--- config.mk ---
export PLATFORM = sky130hd
export DESIGN_NAME = matrix_stream_tx
export DESIGN_NICKNAME = d
export VERILOG_FILES = /design/src/rtl/matrix_pkg.sv /design/src/rtl/matrix_idx_counter.sv /design/src/rtl/matrix_stream_tx.sv
export SDC_FILE = /design/constraint.sdc
export NUM_CORES = 1
export LEC_CHECK = 0
export ABC_AREA = 1
export ABC_CLOCK_PERIOD_IN_PS = 4000
export BUFFER_PORTS_ARGS = -buffer_cell sky130_fd_sc_hd__buf_2
export CAP_MARGIN = 25
export CELL_PAD_IN_SITES_DETAIL_PLACEMENT = 1
export CELL_PAD_IN_SITES_GLOBAL_PLACEMENT = 1
export CORE_ASPECT_RATIO = 1.5
export CORE_MARGIN = 2
export CORE_UTILIZATION = 43
export DETAILED_ROUTE_END_ITERATION = 8
export PLACE_DENSITY_LB_ADDON = 0.1
export SYNTH_ARGS = -nofsm -noshare
export SYNTH_HDL_FRONTEND = slang
export SYNTH_SLANG_ARGS = --single-unit
--- constraint.sdc ---
create_clock -name clk -period 4 [get_ports clk]
set_input_delay 0.6 -clock clk [delete_from_list [all_inputs] [get_ports clk]]
set_output_delay 0.6 -clock clk [all_outputs]
set_load 0.005 [all_outputs]
--- src/rtl/matrix_pkg.sv ---
// Shared sizing constants and FSM encoding for the matrix streaming transmitter.
package matrix_pkg;

    localparam int MAX_DIM = 5;
    localparam int ELEM_W  = 8;
    localparam int MAT_W   = MAX_DIM * MAX_DIM * ELEM_W;   // 200 bits
    localparam int DIM_W   = 3;

    typedef enum logic {
        ST_IDLE = 1'b0,
        ST_SEND = 1'b1
    } state_t;

    // A dimension is usable when it is non-zero and does not exceed max_dim.
    function automatic logic dim_in_range(input logic [DIM_W-1:0] d, input int max_dim);
        return (d != '0) && (int'(d) <= max_dim);
    endfunction

endpackage

--- src/rtl/matrix_idx_counter.sv ---
// Row/column walker for a captured matrix: row-major order, with end-of-row
// and end-of-matrix flags derived from the captured dimensions.
module matrix_idx_counter
    import matrix_pkg::*;
(
    input  logic             clk,
    input  logic             reset,
    input  logic             clear,
    input  logic             advance,
    input  logic [DIM_W-1:0] m_cnt,
    input  logic [DIM_W-1:0] n_cnt,
    output logic [DIM_W-1:0] row,
    output logic [DIM_W-1:0] col,
    output logic             last_col,
    output logic             last
);

    assign last_col = (col == n_cnt - DIM_W'(1));
    assign last     = last_col && (row == m_cnt - DIM_W'(1));

    // Step through elements; the index wraps to (0,0) after the final one.
    always_ff @(posedge clk or negedge reset) begin
        if (!reset) begin
            row <= '0;
            col <= '0;
        end else if (clear) begin
            row <= '0;
            col <= '0;
        end else if (advance) begin
            if (last) begin
                row <= '0;
                col <= '0;
            end else if (last_col) begin
                row <= row + DIM_W'(1);
                col <= '0;
            end else begin
                col <= col + DIM_W'(1);
            end
        end
    end

endmodule

--- src/rtl/matrix_stream_tx.sv ---
// Accepts a packed matrix job and streams its elements row-major, one beat
// per out_valid/out_ready handshake, with row/column tags and end markers.
//
//   state   | meaning
//   --------+---------------------------------------------------------
//   ST_IDLE | ready for a job; bad dimensions produce a one-cycle err
//   ST_SEND | presenting captured elements until the last beat transfers
module matrix_stream_tx
    import matrix_pkg::*;
#(
    parameter int MAX_DIM = matrix_pkg::MAX_DIM,
    parameter int ELEM_W  = matrix_pkg::ELEM_W
) (
    input  logic                              clk,
    input  logic                              reset,
    input  logic                              in_valid,
    output logic                              in_ready,
    input  logic [DIM_W-1:0]                  m_in,
    input  logic [DIM_W-1:0]                  n_in,
    input  logic [MAX_DIM*MAX_DIM*ELEM_W-1:0] matrix_in,
    output logic                              out_valid,
    input  logic                              out_ready,
    output logic [ELEM_W-1:0]                 out_data,
    output logic [DIM_W-1:0]                  out_row,
    output logic [DIM_W-1:0]                  out_col,
    output logic                              out_last_col,
    output logic                              out_last,
    output logic                              err,
    output logic                              busy
);

    localparam int NUM_EL = MAX_DIM * MAX_DIM;
    localparam int SEL_W  = $clog2(NUM_EL);

    state_t                       state_q;
    state_t                       state_d;
    logic [NUM_EL*ELEM_W-1:0]     mat_q;
    logic [DIM_W-1:0]             m_q;
    logic [DIM_W-1:0]             n_q;
    logic                         err_q;
    logic                         dims_ok;
    logic                         bad_req;
    logic                         load;
    logic                         xfer;
    logic [DIM_W-1:0]             row;
    logic [DIM_W-1:0]             col;
    logic                         last_col;
    logic                         last;
    logic [SEL_W-1:0]             sel;
    logic [ELEM_W-1:0]            elems [NUM_EL];

    assign dims_ok = dim_in_range(m_in, MAX_DIM) && dim_in_range(n_in, MAX_DIM);
    assign bad_req = (state_q == ST_IDLE) && in_valid && !dims_ok;

    // Unpacked view of the captured matrix for simple element selection.
    for (genvar g = 0; g < NUM_EL; g++) begin : g_elem
        assign elems[g] = mat_q[g*ELEM_W +: ELEM_W];
    end

    assign sel = SEL_W'(row) * SEL_W'(MAX_DIM) + SEL_W'(col);

    matrix_idx_counter u_idx (
        .clk      (clk),
        .reset    (reset),
        .clear    (load),
        .advance  (xfer),
        .m_cnt    (m_q),
        .n_cnt    (n_q),
        .row      (row),
        .col      (col),
        .last_col (last_col),
        .last     (last)
    );

    // State register.
    always_ff @(posedge clk or negedge reset) begin
        if (!reset) begin
            state_q <= ST_IDLE;
        end else begin
            state_q <= state_d;
        end
    end

    // Next-state and handshake decode.
    always_comb begin
        state_d   = state_q;
        in_ready  = 1'b0;
        out_valid = 1'b0;
        busy      = 1'b0;
        load      = 1'b0;
        xfer      = 1'b0;
        case (state_q)
            ST_IDLE: begin
                in_ready = 1'b1;
                if (in_valid && dims_ok) begin
                    load    = 1'b1;
                    state_d = ST_SEND;
                end
            end
            ST_SEND: begin
                out_valid = 1'b1;
                busy      = 1'b1;
                if (out_ready) begin
                    xfer = 1'b1;
                    if (last) begin
                        state_d = ST_IDLE;
                    end
                end
            end
            default: state_d = ST_IDLE;
        endcase
    end

    // Job capture; held untouched while streaming so input changes cannot leak in.
    always_ff @(posedge clk or negedge reset) begin
        if (!reset) begin
            mat_q <= '0;
            m_q   <= '0;
            n_q   <= '0;
        end else if (load) begin
            mat_q <= matrix_in;
            m_q   <= m_in;
            n_q   <= n_in;
        end
    end

    // One-cycle error pulse for a rejected job.
    always_ff @(posedge clk or negedge reset) begin
        if (!reset) begin
            err_q <= 1'b0;
        end else begin
            err_q <= bad_req;
        end
    end

    assign err = err_q;

    // Beat fields are forced to zero outside SEND so idle/reset outputs are clean.
    always_comb begin
        out_data     = '0;
        out_row      = '0;
        out_col      = '0;
        out_last_col = 1'b0;
        out_last     = 1'b0;
        if (out_valid) begin
            out_data     = elems[sel];
            out_row      = row;
            out_col      = col;
            out_last_col = last_col;
            out_last     = last;
        end
    end

endmodule

==> impl_metrics.py <==
metrics = {
    "sta": {
        "rsz0062_at_grt": "no",
        "maxSlewHeadroom_pct": 37.3,
        "finalCriticalPeriod_ns": 3.78,
        "skew_ns": 0.0129,
        "maxSlewViolCount": 0,
        "max_slew.worst_pin.slew_ns": 0.940,
        "fin_crit_sh_pct": 94.5,
        "hold_viol_final": 0,
        "setup_violations": 0,
        "fin_tns_setup_ns": 0,
        "whs_ns": 0.135,
        "fmax_mhz": 265,
        "worst_slack_ns": 0.220,
    },
    "synthesis": {
        "synth_cells": 1457,
        "synth_area_per_cell_um2": 7.56,
        "synth_compound_area_share_pct": 10.3,
        "synth_top_family_by_area": "simple AND/OR/NAND/NOR gates",
        "synthDistinctLibCells": 30,
        "synthSimpleGateAreaFrac_pct": 25.6,
        "netlist_area_um2": 11000,
        "ys_seq_area_share_pct": 48.6,
        "synth_seq_cells": 214,
        "synth_adder_area_share_pct": 1.55,
        "synth_mux_area_share_pct": 0,
        "synth_xor_area_share_pct": 0.409,
        "yosysWarnings": 0,
        "synthesis.nets": 1680,
    },
    "clock_network": {
        "cts_tree": "done",
        "htree_levels": 1,
        "clk_latency_ns": 0.50,
        "cts_root_buffer": "clkbuf_16",
        "cts.clk_slew.worst_paths_ns": 0.06,
        "ctsLongestPathBuffers": 3,
        "cts.sinks": 214,
        "cts_buffers": 23,
    },
    "global_route": {
        "antenna_found_initial": 0,
        "grt_overflow": 0,
        "grt_max_degree": 113,
        "grt_pass1_vias": 10200,
        "grt_pass1_wl_mm": 54.1,
        "grt_use_total_pct": 25.5,
    },
    "worst_setup_path": {
        "ff2ff_setup_slack_ns": 1.96,
        "arrival_ns": 3.18,
        "r2r_end": "mat_q[155]$_DFFE_PN0N_",
        "endpoint": "out_data[2]",
        "crit_path_top_delay_cell": "fa_1",
        "end_kind": "output pin",
        "r2r-start": "state_q$_DFF_PN0_",
        "crit_type": "register to output pin",
        "cp-startpoint": "u_idx.row[1]$_DFFE_PN0P_",
        "cp_common_cell": "nor2_1",
        "cp_cell_sequence": "ha_1 > ha_2 > fa_1 > xor2_4 > nand2_4 > nor2_1 > nor2_1 > nand2_1 > nand2_1 > nor2_1 > buf_2",
        "cp_max_fo": 10,
        "slowest_delay_ns": 0.51,
        "cp-start-kind": "register",
        "reg2reg_depth": 5,
        "required_ns": 3.40,
    },
    "route": {
        "ant_nets": 0,
        "drc_errors": 0,
        "routedWlPerCell_um": 17.3,
        "wirelength_mm": 34.3,
        "dr.pass1.iters": 7,
        "drt_iter0_markers": 599,
        "vias_per_cell": 5.03,
        "via_count": 9986,
    },
    "die": {
        "row_count": 71,
        "die_y_um": 200,
        "ios": 230,
        "die_w_um": 135,
        "die_area_um2": 26900,
        "initial_core_util_pct": 43.8,
        "fp.coreArea_um2": 25100,
    },
    "placed_design": {
        "globalplace.congestion": 0.817,
        "hpwl_mm": 24.6,
        "postPlaceCellArea_um2": 12200,
        "port_buffers": 229,
        "place_ws_ns": 0.529,
    },
    "pwr": {
        "totalPowerFinal_mw": 12.2,
        "pwr_density_cell_nw_per_um2": 942,
        "ir_drop_uv": 783,
        "power.leakage_nw": 7.31,
    },
    "layout": {
        "stdcell_area_um2": 12900,
        "syn2layout_area_growth_pct": 17.3,
        "n_antenna_cell": 0,
        "drive_above_1_share_pct": 17.5,
        "nNetsFinal": 1869,
    },
    "worst_hold_path": {
        "hp-class": "input pin to asynchronous set/reset pin",
    },
    "status": {
        "outcome": "completed",
    },
    "job": {
        "maxCapViolations": 0,
    },
}
[registers in the layout (all words and copies together) (netlist names)]
| signal | flops |
|---|---|
| err | 1 |
| state_q | 1 |
| n_q | 3 |
| mat_q | 200 |
| m_q | 3 |
| u_idx.col | 3 |
| u_idx.row | 3 |
[cell usage in the layout (no fill, tap or decap)]
master / synthesis / layout
a21boi_0: 1 / 1
a21boi_2: 1 / 1
a21oi_1: 30 / 30
buf_12: 0 / 9
buf_2: 34 / 228
buf_4: 6 / 11
buf_6: 29 / 1
buf_8: 0 / 1
clkbuf_1: 12 / 9
clkbuf_16: 0 / 23
clkbuf_8: 1 / 1
clkinv_2: 0 / 3
clkinvlp_4: 0 / 1
dfrtp_1: 214 / 214
fa_1: 1 / 1
ha_1: 12 / 10
ha_2: 0 / 1
ha_4: 0 / 1
inv_1: 231 / 229
inv_2: 1 / 1
inv_4: 1 / 1
inv_8: 0 / 1
nand2_1: 458 / 458
nand2_2: 2 / 2
nand2_4: 1 / 1
nand3_1: 163 / 163
nand3_4: 1 / 1
nand3b_1: 1 / 1
nand4_1: 4 / 4
nor2_1: 51 / 51
nor3_1: 2 / 1
nor3_4: 0 / 1
o21ai_0: 52 / 52
o21ai_1: 140 / 140
or2_1: 1 / 1
xnor2_1: 2 / 2
xor2_4: 1 / 1
[synth_stat cells]
master    count  area [um2]
a21boi_0      1        7.51
a21boi_2      1        11.3
a21oi_1      30         150
buf_1         3        11.3
buf_2        34         170
buf_4         6        45.0
buf_6        29         327
clkbuf_1     12        45.0
clkbuf_2      1        5.00
clkbuf_8      1        13.8
dfrtp_1     214        5360
fa_1          1        20.0
ha_1         12         150
inv_1       231         867
inv_2         1        3.75
inv_4         1        6.26
nand2_1     458        1720
nand2_2       2        12.5
nand2_4       1        11.3
nand3_1     163         816
nand3_4       1        17.5
nand3b_1      1        7.51
nand4_1       4        25.0
nor2_1       51         191
nor3_1        2        10.0
o21ai_0      52         260
o21ai_1     140         701
or2_1         1        6.26
xnor2_1       2        17.5
xor2_4        1        27.5
[how the worst min path moves through the flow]
stage / end / from / slack [ns] / cells after the start
floorplan: err$_DFF_PN0_ / reset / 0.30 / 0
global placement: mat_q[99]$_DFFE_PN0N_ / mat_q[99]$_DFFE_PN0N_ / 0.47 / 2
detailed placement: mat_q[131]$_DFFE_PN0N_ / mat_q[131]$_DFFE_PN0N_ / 0.47 / 2
CTS: n_q[1]$_DFFE_PN0N_ / reset / 0.22 / 1
global route: n_q[1]$_DFFE_PN0N_ / reset / 0.19 / 1
finish: n_q[2]$_DFFE_PN0N_ / reset / 0.13 / 1
[per-stage QoR]
stage	util, %	instances
2_1_floorplan	-	1457
3_3_place_gp	48.6	1948
6_report	51.4	1985
4_1_cts	51.2	1984
3_5_place_dp	48.6	1948
5_1_grt	51.4	1985
[layout make-up]
type / count / area, um2
repair buffers: 250 / 1430
flip-flops and latches: 214 / 5360
inverters: 233 / 882
multi-input cells: 924 / 4190
clock buffers: 33 / 623
well taps: 328 / 410
fillers: 3297 / 12200
clock inverters: 3 / 21.3
[where the power goes]
group | internal (mW) | leakage, nW | switching (mW)
sequential | 3.15 | 2.64 | 0.590
clock | 1.07 | 0.315 | 0.863
combinational | 2.22 | 4.35 | 4.27
total | 6.45 | 7.31 | 5.72
[critical path: cells and delay by family (launching register included)]
kind | cells | cell delay, ns
buffers and inverters | 1 | 0.16
adders and majority gates | 3 | 1.03
and+or+nand+nor | 6 | 0.61
DFF | 1 | 0.45
xor gates and xnor gates | 1 | 0.42
[per-layer routing]
layer	track usage [%]	vias up	part of all wire [%]
li1	-	4894	-
met1	33.1	4801	42
met2	44.6	238	51
met3	2.73	53	4.1
met4	8.23	0	3.0
met5	0	-	0
[kinds of logic after synthesis]
group           count (synthesis)
compound gates                224
flops                         214
buf+inv                       319
xor+xnor                        3
simple gates                  684
fa+ha+maj                      13
[what timing repair did]
| item | 4_1_cts | 5_1_grt |
|---|---|---|
| setup buffers | 0 | 1 |
| resized for setup | 2 | 2 |
| endpoints found under the setup margin | 1 | 6 |
| hold buffers | 0 | 0 |
| hold endpoints to repair | 0 | 0 |
Note: power is estimated with default switching activity, not from simulation.
